<file path="config.mk">
export PLATFORM = sky130hd
export DESIGN_NAME = dp_seq_datapath_flat
export DESIGN_NICKNAME = d
export VERILOG_FILES = /design/src/rtl/dp_seq_datapath_if.sv /design/src/rtl/dp_seq_datapath.sv /design/src/flat_wrapper.sv
export SDC_FILE = /design/constraint.sdc
export NUM_CORES = 1
export LEC_CHECK = 0
export CAP_MARGIN = 20
export CORE_MARGIN = 3
export CORE_UTILIZATION = 54
export DETAILED_ROUTE_END_ITERATION = 7
export PLACE_DENSITY = 0.79
export SLEW_MARGIN = 30
export SYNTH_ARGS = -nofsm -noshare
export SYNTH_HDL_FRONTEND = slang
export SYNTH_SLANG_ARGS = --single-unit
</file>
<file path="constraint.sdc">
create_clock -name clk -period 3.4 [get_ports clk]
set_clock_uncertainty 0.05 [all_clocks]
set_input_delay 0.34 -clock clk [delete_from_list [all_inputs] [get_ports clk]]
set_output_delay 0.34 -clock clk [all_outputs]
set_load 0.02 [all_outputs]
</file>
<file path="src/rtl/dp_seq_datapath_if.sv">
`default_nettype none
// ============================================================================
//  Module   : dp_seq_datapath_if
//  Purpose  : Instruction/status bundle between the controller and the
//             sequenced datapath.
//  Ports    : master - controller side (drives instruction fields, start,
//                      mdata, pc; observes busy/done/flags/dp_out/address)
//             slave  - datapath side (mirror of master)
//  Revision : 1.0  initial release
// ============================================================================
interface dp_seq_datapath_if #(
    parameter int W    = 16,
    parameter int NREG = 8,
    parameter int AW   = 9,
    parameter int PCW  = 9
);
    localparam int RW = $clog2(NREG);

    logic          start;
    logic [2:0]    op;
    logic [1:0]    shift;
    logic [RW-1:0] rd;
    logic [RW-1:0] rn;
    logic [RW-1:0] rm;
    logic          asel;
    logic          bsel;
    logic          csel;
    logic [W-1:0]  imm_b;
    logic [W-1:0]  imm_w;
    logic [W-1:0]  mdata;
    logic [PCW-1:0] pc;
    logic [3:0]    wb_sel;
    logic          write_en;
    logic          load_status;
    logic          load_addr;
    logic          busy;
    logic          done;
    logic          N;
    logic          V;
    logic          Z;
    logic [W-1:0]  dp_out;
    logic [AW-1:0] data_address;

    modport master (
        output start, op, shift, rd, rn, rm, asel, bsel, csel,
               imm_b, imm_w, mdata, pc, wb_sel, write_en, load_status, load_addr,
        input  busy, done, N, V, Z, dp_out, data_address
    );

    modport slave (
        input  start, op, shift, rd, rn, rm, asel, bsel, csel,
               imm_b, imm_w, mdata, pc, wb_sel, write_en, load_status, load_addr,
        output busy, done, N, V, Z, dp_out, data_address
    );
endinterface
`default_nettype wire

</file>
<file path="src/rtl/dp_seq_datapath.sv">
`default_nettype none
// ============================================================================
//  Module   : dp_seq_datapath
//  Purpose  : Register-file datapath with a built-in 4-state micro-sequencer
//             (IDLE -> LOAD -> EXEC -> WB). One start pulse runs a whole
//             instruction; done pulses the cycle after WB.
//  Ports    : clk   - clock, rising edge
//             rst_n - asynchronous active-low reset
//             bus   - dp_seq_datapath_if.slave (instruction in, status out)
//  Options  : DP_SAT_ADD_EN - ADD/SUB saturate to signed max/min on overflow
//  Revision : 1.0  initial release
// ============================================================================
module dp_seq_datapath #(
    parameter int W    = 16,
    parameter int NREG = 8,
    parameter int AW   = 9,
    parameter int PCW  = 9
) (
    input  logic              clk,
    input  logic              rst_n,
    dp_seq_datapath_if.slave  bus
);
    localparam int RW = $clog2(NREG);

    typedef enum logic [1:0] {
        S_IDLE = 2'd0,
        S_LOAD = 2'd1,
        S_EXEC = 2'd2,
        S_WB   = 2'd3
    } state_t;

    state_t state_q, state_d;
    logic   done_q, done_d;

    // Instruction fields captured on the accepting edge
    logic [2:0]    op_q;
    logic [1:0]    shift_q;
    logic [RW-1:0] rd_q, rn_q, rm_q;
    logic          asel_q, bsel_q, csel_q;
    logic [W-1:0]  imm_b_q, imm_w_q;
    logic [3:0]    wb_sel_q;
    logic          write_en_q, load_status_q, load_addr_q;

    logic [W-1:0]  regs_q [NREG];
    logic [W-1:0]  a_q, b_q, c_q;
    logic          n_q, v_q, z_q;
    logic [AW-1:0] addr_q;

    logic          accept;
    logic [W-1:0]  ain, bshift, bin, sum, diff, alu_res, wb_val;
    logic          ovf;
    logic [PCW-1:0] pc_inc;
    logic [W-1:0]  pc_inc_ext;

    assign accept = (state_q == S_IDLE) && bus.start;

    // ---------------- sequencer ----------------
    always_comb begin
        state_d = state_q;
        done_d  = 1'b0;
        case (state_q)
            S_IDLE: if (bus.start) state_d = S_LOAD;
            S_LOAD: state_d = S_EXEC;
            S_EXEC: state_d = S_WB;
            S_WB: begin
                state_d = S_IDLE;
                done_d  = 1'b1;
            end
            default: state_d = S_IDLE;
        endcase
    end

    // ---------------- ALU ----------------
    always_comb begin
        ain = asel_q ? '0 : a_q;
        case (shift_q)
            2'b01:   bshift = {b_q[W-2:0], 1'b0};
            2'b10:   bshift = {1'b0, b_q[W-1:1]};
            2'b11:   bshift = {b_q[W-1], b_q[W-1:1]};
            default: bshift = b_q;
        endcase
        bin     = bsel_q ? imm_b_q : bshift;
        sum     = ain + bin;
        diff    = ain - bin;
        ovf     = 1'b0;
        alu_res = bin;
        case (op_q)
            3'b000: begin
                alu_res = sum;
                ovf     = (ain[W-1] == bin[W-1]) && (sum[W-1] != ain[W-1]);
            end
            3'b001: begin
                alu_res = diff;
                ovf     = (ain[W-1] != bin[W-1]) && (diff[W-1] != ain[W-1]);
            end
            3'b010:  alu_res = ain & bin;
            3'b011:  alu_res = ~bin;
            3'b100:  alu_res = ain | bin;
            3'b101:  alu_res = ain ^ bin;
            default: alu_res = bin;
        endcase
`ifdef DP_SAT_ADD_EN
        // On overflow the true result has the sign of A, so clamp toward it.
        if (ovf) begin
            alu_res = ain[W-1] ? {1'b1, {(W-1){1'b0}}} : {1'b0, {(W-1){1'b1}}};
        end
`else
`endif
    end

    // ---------------- writeback source ----------------
    // pc+1 wraps within PCW bits before being fitted to the word width.
    assign pc_inc = bus.pc + {{(PCW-1){1'b0}}, 1'b1};

    generate
        if (PCW >= W) begin : g_pc_trunc
            assign pc_inc_ext = pc_inc[W-1:0];
        end else begin : g_pc_zext
            assign pc_inc_ext = {{(W-PCW){1'b0}}, pc_inc};
        end
    endgenerate

    always_comb begin
        wb_val = c_q;
        if (wb_sel_q[3])      wb_val = pc_inc_ext;
        else if (wb_sel_q[2]) wb_val = imm_w_q;
        else if (wb_sel_q[1]) wb_val = bus.mdata;
    end

    // ---------------- state ----------------
    always_ff @(posedge clk or negedge rst_n) begin
        if (!rst_n) begin
            state_q       <= S_IDLE;
            done_q        <= 1'b0;
            op_q          <= '0;
            shift_q       <= '0;
            rd_q          <= '0;
            rn_q          <= '0;
            rm_q          <= '0;
            asel_q        <= 1'b0;
            bsel_q        <= 1'b0;
            csel_q        <= 1'b0;
            imm_b_q       <= '0;
            imm_w_q       <= '0;
            wb_sel_q      <= '0;
            write_en_q    <= 1'b0;
            load_status_q <= 1'b0;
            load_addr_q   <= 1'b0;
            a_q           <= '0;
            b_q           <= '0;
            c_q           <= '0;
            n_q           <= 1'b0;
            v_q           <= 1'b0;
            z_q           <= 1'b0;
            addr_q        <= '0;
            for (int i = 0; i < NREG; i++) regs_q[i] <= '0;
        end else begin
            state_q <= state_d;
            done_q  <= done_d;
            if (accept) begin
                op_q          <= bus.op;
                shift_q       <= bus.shift;
                rd_q          <= bus.rd;
                rn_q          <= bus.rn;
                rm_q          <= bus.rm;
                asel_q        <= bus.asel;
                bsel_q        <= bus.bsel;
                csel_q        <= bus.csel;
                imm_b_q       <= bus.imm_b;
                imm_w_q       <= bus.imm_w;
                wb_sel_q      <= bus.wb_sel;
                write_en_q    <= bus.write_en;
                load_status_q <= bus.load_status;
                load_addr_q   <= bus.load_addr;
            end
            if (state_q == S_LOAD) begin
                a_q <= regs_q[rn_q];
                b_q <= regs_q[rm_q];
            end
            if (state_q == S_EXEC) begin
                c_q <= csel_q ? b_q : alu_res;
                if (load_status_q) begin
                    n_q <= alu_res[W-1];
                    v_q <= ovf;
                    z_q <= (alu_res == '0);
                end
                if (load_addr_q) addr_q <= alu_res[AW-1:0];
            end
            if ((state_q == S_WB) && write_en_q && (wb_sel_q != 4'b0000)) begin
                regs_q[rd_q] <= wb_val;
            end
        end
    end

    assign bus.busy         = (state_q != S_IDLE);
    assign bus.done         = done_q;
    assign bus.N            = n_q;
    assign bus.V            = v_q;
    assign bus.Z            = z_q;
    assign bus.dp_out       = c_q;
    assign bus.data_address = addr_q;

endmodule
`default_nettype wire
</file>
<file path="src/flat_wrapper.sv">
// flat-port wrapper written by rule: the top's interface ports become plain ports
module dp_seq_datapath_flat 
#(
    parameter int W    = 16,
    parameter int NREG = 8,
    parameter int AW   = 9,
    parameter int PCW  = 9
)
  (clk, rst_n, bus_start, bus_op, bus_shift, bus_rd, bus_rn, bus_rm, bus_asel, bus_bsel, bus_csel, bus_imm_b, bus_imm_w, bus_mdata, bus_pc, bus_wb_sel, bus_write_en, bus_load_status, bus_load_addr, bus_busy, bus_done, bus_N, bus_V, bus_Z, bus_dp_out, bus_data_address);
  dp_seq_datapath_if #(.W(W), .NREG(NREG), .AW(AW), .PCW(PCW)) bus_i ();
  input  logic clk;
  input  logic rst_n;
  input wire logic [$bits(bus_i.start)-1:0] bus_start;
  input wire logic [$bits(bus_i.op)-1:0] bus_op;
  input wire logic [$bits(bus_i.shift)-1:0] bus_shift;
  input wire logic [$bits(bus_i.rd)-1:0] bus_rd;
  input wire logic [$bits(bus_i.rn)-1:0] bus_rn;
  input wire logic [$bits(bus_i.rm)-1:0] bus_rm;
  input wire logic [$bits(bus_i.asel)-1:0] bus_asel;
  input wire logic [$bits(bus_i.bsel)-1:0] bus_bsel;
  input wire logic [$bits(bus_i.csel)-1:0] bus_csel;
  input wire logic [$bits(bus_i.imm_b)-1:0] bus_imm_b;
  input wire logic [$bits(bus_i.imm_w)-1:0] bus_imm_w;
  input wire logic [$bits(bus_i.mdata)-1:0] bus_mdata;
  input wire logic [$bits(bus_i.pc)-1:0] bus_pc;
  input wire logic [$bits(bus_i.wb_sel)-1:0] bus_wb_sel;
  input wire logic [$bits(bus_i.write_en)-1:0] bus_write_en;
  input wire logic [$bits(bus_i.load_status)-1:0] bus_load_status;
  input wire logic [$bits(bus_i.load_addr)-1:0] bus_load_addr;
  output wire logic [$bits(bus_i.busy)-1:0] bus_busy;
  output wire logic [$bits(bus_i.done)-1:0] bus_done;
  output wire logic [$bits(bus_i.N)-1:0] bus_N;
  output wire logic [$bits(bus_i.V)-1:0] bus_V;
  output wire logic [$bits(bus_i.Z)-1:0] bus_Z;
  output wire logic [$bits(bus_i.dp_out)-1:0] bus_dp_out;
  output wire logic [$bits(bus_i.data_address)-1:0] bus_data_address;
  assign bus_i.start = bus_start;
  assign bus_i.op = bus_op;
  assign bus_i.shift = bus_shift;
  assign bus_i.rd = bus_rd;
  assign bus_i.rn = bus_rn;
  assign bus_i.rm = bus_rm;
  assign bus_i.asel = bus_asel;
  assign bus_i.bsel = bus_bsel;
  assign bus_i.csel = bus_csel;
  assign bus_i.imm_b = bus_imm_b;
  assign bus_i.imm_w = bus_imm_w;
  assign bus_i.mdata = bus_mdata;
  assign bus_i.pc = bus_pc;
  assign bus_i.wb_sel = bus_wb_sel;
  assign bus_i.write_en = bus_write_en;
  assign bus_i.load_status = bus_load_status;
  assign bus_i.load_addr = bus_load_addr;
  assign bus_busy = bus_i.busy;
  assign bus_done = bus_i.done;
  assign bus_N = bus_i.N;
  assign bus_V = bus_i.V;
  assign bus_Z = bus_i.Z;
  assign bus_dp_out = bus_i.dp_out;
  assign bus_data_address = bus_i.data_address;
  dp_seq_datapath #(.W(W), .NREG(NREG), .AW(AW), .PCW(PCW)) u_core (.clk(clk), .rst_n(rst_n), .bus(bus_i));
endmodule
</file>
Word level (Yosys, flattened, before mapping)
Index checks and enable logic that the tools add are counted.
W data, S select, Z words.

word-level totals
  input bits = 84
  register bits = 247
  output and inout port bits = 30

cells by class
  bitwise operators = 7
  muxes and demuxes = 21
  reductions and logical operators = 13
  magnitude comparators = 4
  eq/ne operators = 16
  $add $sub $neg = 3

operators with widths
  operator               count
  $mux W16               11
  $bwmux W128            1
  $bmux W16 S3           2
  $pmux W16 S6           1
  $demux W16 S3          1
  $pmux W16 S3           1
  $add A16 B16 Y16       1
  $and A16 B16 Y16       1
  $logic_not A16 Y1      1
  $not A16 Y16           1
  $or A16 B16 Y16        1
  $sub A16 B16 Y16       1
  $xor A16 B16 Y16       1
  $ge A4 B4 Y1 const B   3
  $not A3 Y4             3
  $add A9 B1 Y9 const B  1
  $eq A2 B2 Y1 const B   4
  $pmux W2 S4            1
  $eq A3 B2 Y1 const B   2
  $eq A3 B3 Y1 const B   2
  $logic_and A1 B1 Y1    6
  $eq A2 B1 Y1 const B   2
  $lt A4 B1 Y1 const B   1
  $reduce_and A2 Y1      2
  11 further kinds       13

Logic depth before layout (Yosys ltp)
  word-level depth = 7
  mapped depth = 16
  depth with buffers taken out = 14

Least setup slack after synthesis
Ideal clock, no wire load.

  path type = flip-flop to flip-flop
  start point = register u_core.shift_q[0]
  end point = register u_core.z_q (netlist: u_core.bus.Z)
  period minus slack after synthesis = 3.432 ns
  library setup time = 0.119 ns
  buffers on the path = 3
  arrival time = 3.263 ns
  setup slack = -0.032 ns
  cell stages (with the launch flop) = 17
  required time = 3.231 ns
  path through = dfrtp_1 buf_4 buf_4 mux2i_1 o21ai_1 mux2_2 ha_1 buf_2 nand3_1 o211a_1 or4_1 o31ai_1 a31oi_1 a32o_2 o2111a_1 o211a_1 a21bo_1

on the way
  longest elaborated chain between the ends = 6
  elaborated cells on any way between the ends = 13
  classes of those cells = 2 x add/sub; 3 x eq/ne; 3 x mux; 4 x bitwise; 1 x reduce/logical

RTL lines
  element                                              line                    RTL
  start, declared                                      dp_seq_datapath.sv:37   logic [1:0] shift_q;
  start signal, assigned                               dp_seq_datapath.sv:162  shift_q <= bus.shift;
  $eq A2 B2 Y1 / $eq A2 B1 Y1 (equally long branches)  dp_seq_datapath.sv:76   case (shift_q)
  $pmux W16 S3 (*)                                     dp_seq_datapath.sv:76
  $mux W16 (*)                                         dp_seq_datapath.sv:82   bin = bsel_q ? imm_b_q : bshift;
  $sub A16 B16 Y16, or another cell as far along       dp_seq_datapath.sv:84   diff = ain - bin;
  $pmux W16 S6 (*)                                     dp_seq_datapath.sv:87   case (op_q)
  $logic_not A16 Y1 (*)                                dp_seq_datapath.sv:185  z_q <= (alu_res == '0);
  end signal, assigned                                 dp_seq_datapath.sv:185
  end, declared                                        dp_seq_datapath.sv:46   logic n_q, v_q, z_q;

Every way passes the cells marked *; elsewhere a longest branch is shown, timed or not.
A chain may end at the register's enable or synchronous reset.

Worst setup path in the final report
Ends and elaborated chain as after synthesis.

==> summary.md <==
| Metric | Value |
|---|---|
| Worst relative slew slack | 39.93% |
| Post-route setup TNS | -1.577 ns |
| DRC | 0 |
| Pins Over Slew Limit | 0 |
| Largest net degree at the start of global routing | 102 |
| Port Buffers | 113 |
| Synth cell types | 75 |
| WP data required | 3.81 ns |
| CP Class | reg -> reg |
| Crit start category | register |
| Violated checks | setup timing |
| Post-DP HPWL | 33,620 µm |
| Routed vias | 12,690 |
| Post-route clock period utilization | 105.6% |
| Clock slew at reported path FFs | 0.07 ns |
| FILL cells | 1,858 |
| Final setup violation count | 17 |
| Total Die Area | 30,170 µm² |
| Met3 routed WL | 2997 µm |
| FF/Latch Area | 6190 µm² |
| Hold Path Origin | bus_op[1] |
| Worst reg2reg startpoint | u_core.shift_q[0]$_DFFE_PN0P_ |
| Vias/cell | 6.224 |
| Reg-to-reg slack, setup | -0.19 ns |
| Num CTS Buffers | 27 |
| Cell taking the most area after synthesis | dfrtp_1 |
| Top FF cell, synth | dfrtp_1 |
| Die W | 173.7 µm |
| Outcome | finished with violations |
| DRT Pass-1 Iters | 6 |
| Grt ovf | 0 |
| Tmin final | 3.589 ns |
| Most frequent cells after synthesis | dfrtp_1 (247), mux2_2 (182), nor2_1 (144) |
| Drt initial violations | 1,422 |
| Post-synth EDFFs | 0 |
| Final hold vios | 0 |
| Max-Cap Viols | 0 |
| Syn nets | 1,526 |
| CTS root buf | clkbuf_16 |
| Synth Warn # | 0 |
| Mapped Area | 15,190 µm² |
| First-pass GRT wire length | 72,910 µm |
| Number of global-route vias before repair | 12,620 |
| RSZ-0062 raised after global routing | true |
| Worst slew pin tran | 0.9010 ns |
| Synth Instances | 1,384 |
| ANT cells | 0 |
| Nets | 1,790 |
| WHS | 0.3401 ns |
| Row count | 60 |
| Avg Inst Size Synth | 10.97 µm² |
| Clock Latency Late Sink | 0.56 ns |
| CTS tree | built |
| Final wirelength | 48,010 µm |
| Top sig layer | met4 |
| Largest buffer count on any clock path | 3 |
| Critical Path End Type | register |
| Core ar. | 27,330 µm² |
| Share of the synthesized area in the top cell type | 40.70% |
| Register area share after synthesis | 40.70% |
| Total clock sinks | 247 |
| All-Layer GR Usage | 30.73% |
| Largest cells by area after synthesis | dfrtp_1 (41%), mux2_2 (13%), mux4_2 (9.5%) |
| Pre-CTS WS | -0.4563 ns |
| P&R area growth vs syn | 30.14% |
| Met2 WL | 23,420 µm |
| Remaining antenna violation count | 0 |
| Register bit count reported by yosys | 247 |
| DR WL/cell | 23.55 µm |
| Critical path arrival | 4.00 ns |
| H-tree depth | 1 |
| Utilization after layout | 72.32% |
| Final Worst Setup Slack | -0.1893 ns |
| Ports | 114 |
| Initial core utilization | 55.57% |
| Critical path fanouts, max | 6 |
| M1 wire length | 18,980 µm |
| Die H | 173.7 µm |
| Min-delay worst type | in -> reg |
| Share of layout cells above drive strength 1 | 37.73% |
| Crit path from | u_core.shift_q[0]$_DFFE_PN0P_ |
| Ys async rst share | 100.0% |
| Multi-input gate area | 9168 µm² |
| FMAX | 278.6 MHz |
| RD Place Congestion | 0.9620 |
| Antenna violations before repair | 0 |
| Most common cell in the synthesized netlist | dfrtp_1 |
## through the flow
step	instances	cell area, µm²
4_1_cts	2026	19270
2_1_floorplan	1384	15200
6_report	2039	19760
5_1_grt	2039	19760
3_3_place_gp	1962	17850
3_5_place_dp	1962	17860
## cell type report
class | instances | area share (%)
clock buffers | 41 | 4.039
clock inverters | 7 | 0.5255
inverters | 56 | 1.076
multi-input cells | 991 | 46.39
flip-flops and latches | 247 | 31.32
well taps | 372 | 2.355
repair buffers | 325 | 14.30
## flip-flops by register name, indices dropped and copies added, names as in the netlist, 2 cells and up
| signal | cells |
|---|---|
| u_core.a_q | 16 |
| u_core.b_q | 16 |
| u_core.bus.data_address | 9 |
| u_core.bus.dp_out | 16 |
| u_core.imm_b_q | 16 |
| u_core.imm_w_q | 16 |
| u_core.op_q | 3 |
| u_core.rd_q | 3 |
| u_core.regs_q | 128 |
| u_core.rm_q | 3 |
| u_core.rn_q | 3 |
| u_core.shift_q | 2 |
| u_core.state_q | 2 |
| u_core.wb_sel_q | 4 |
## worst paths after layout
path,to,cells after the start
worst max-delay path,u_core.bus.Z$_DFFE_PN0P_,14
worst min-delay path,u_core.op_q[1]$_DFFE_PN0P_,2
worst max register to register,u_core.bus.Z$_DFFE_PN0P_,14
worst min register to register,u_core.bus.data_address[6]$_DFFE_PN0P_,2
max in group asynchronous,u_core.asel_q$_DFFE_PN0P_,3
min in group asynchronous,u_core.regs_q[123]$_DFFE_PN0P_,2
## placed cells by master (no fill, tap or decap), types with 38 or more instances in the layout
cell             Yosys  layout
nor2_1             144     139
nand2_1             66      64
mux4_2              64      64
a21oi_1            115     100
dfrtp_1            247     240
ha_1                56      38
clkdlybuf4s50_1      0     112
mux2_2             182     174
buf_4                2     191
inv_1               47      42
mux2i_1             70      69
## worst max-delay path, stage by stage, from the launching register on
cell	delay [ns]
dfrtp_2	0.46
buf_4	0.14
mux2i_1	0.22
o21ai_1	0.10
mux2_2	0.32
ha_4	0.33
nor2_1	0.10
nor3_4	0.27
a211oi_4	0.13
o41ai_2	0.38
a21boi_1	0.15
or4_1	0.45
nand3_2	0.13
nor4b_2	0.06
a21bo_1	0.18
## cells by family after synthesis
| group | synth area share, % |
|---|---|
| buf+inv | 3.798 |
| compound gates | 11.99 |
| fa+ha+maj | 4.878 |
| flops | 40.70 |
| simple gates | 9.401 |
| mux | 28.19 |
| xor+xnor | 1.038 |
## repair_timing
| action | 4_1_cts | 5_1_grt |
|---|---|---|
| hold buffers | 1 | 0 |
| buffers inserted | 15 | 16 |
| setup endpoints to repair | 20 | 20 |
| resized for setup | 78 | 87 |
| pin swaps | 34 | 38 |
| endpoints found under the hold margin | 97 | 0 |
## metal layers
| layer | vias up | track usage (%) |
|---|---|---|
| met5 | - | 0 |
| met4 | 0 | 13.61 |
| met3 | 156 | 3.329 |
| met2 | 597 | 51.65 |
| met1 | 6336 | 40.60 |
| li1 | 5602 | - |
Power is not shown: default switching activity piles up to over one toggle a cycle in this logic, so the estimate is an artifact.
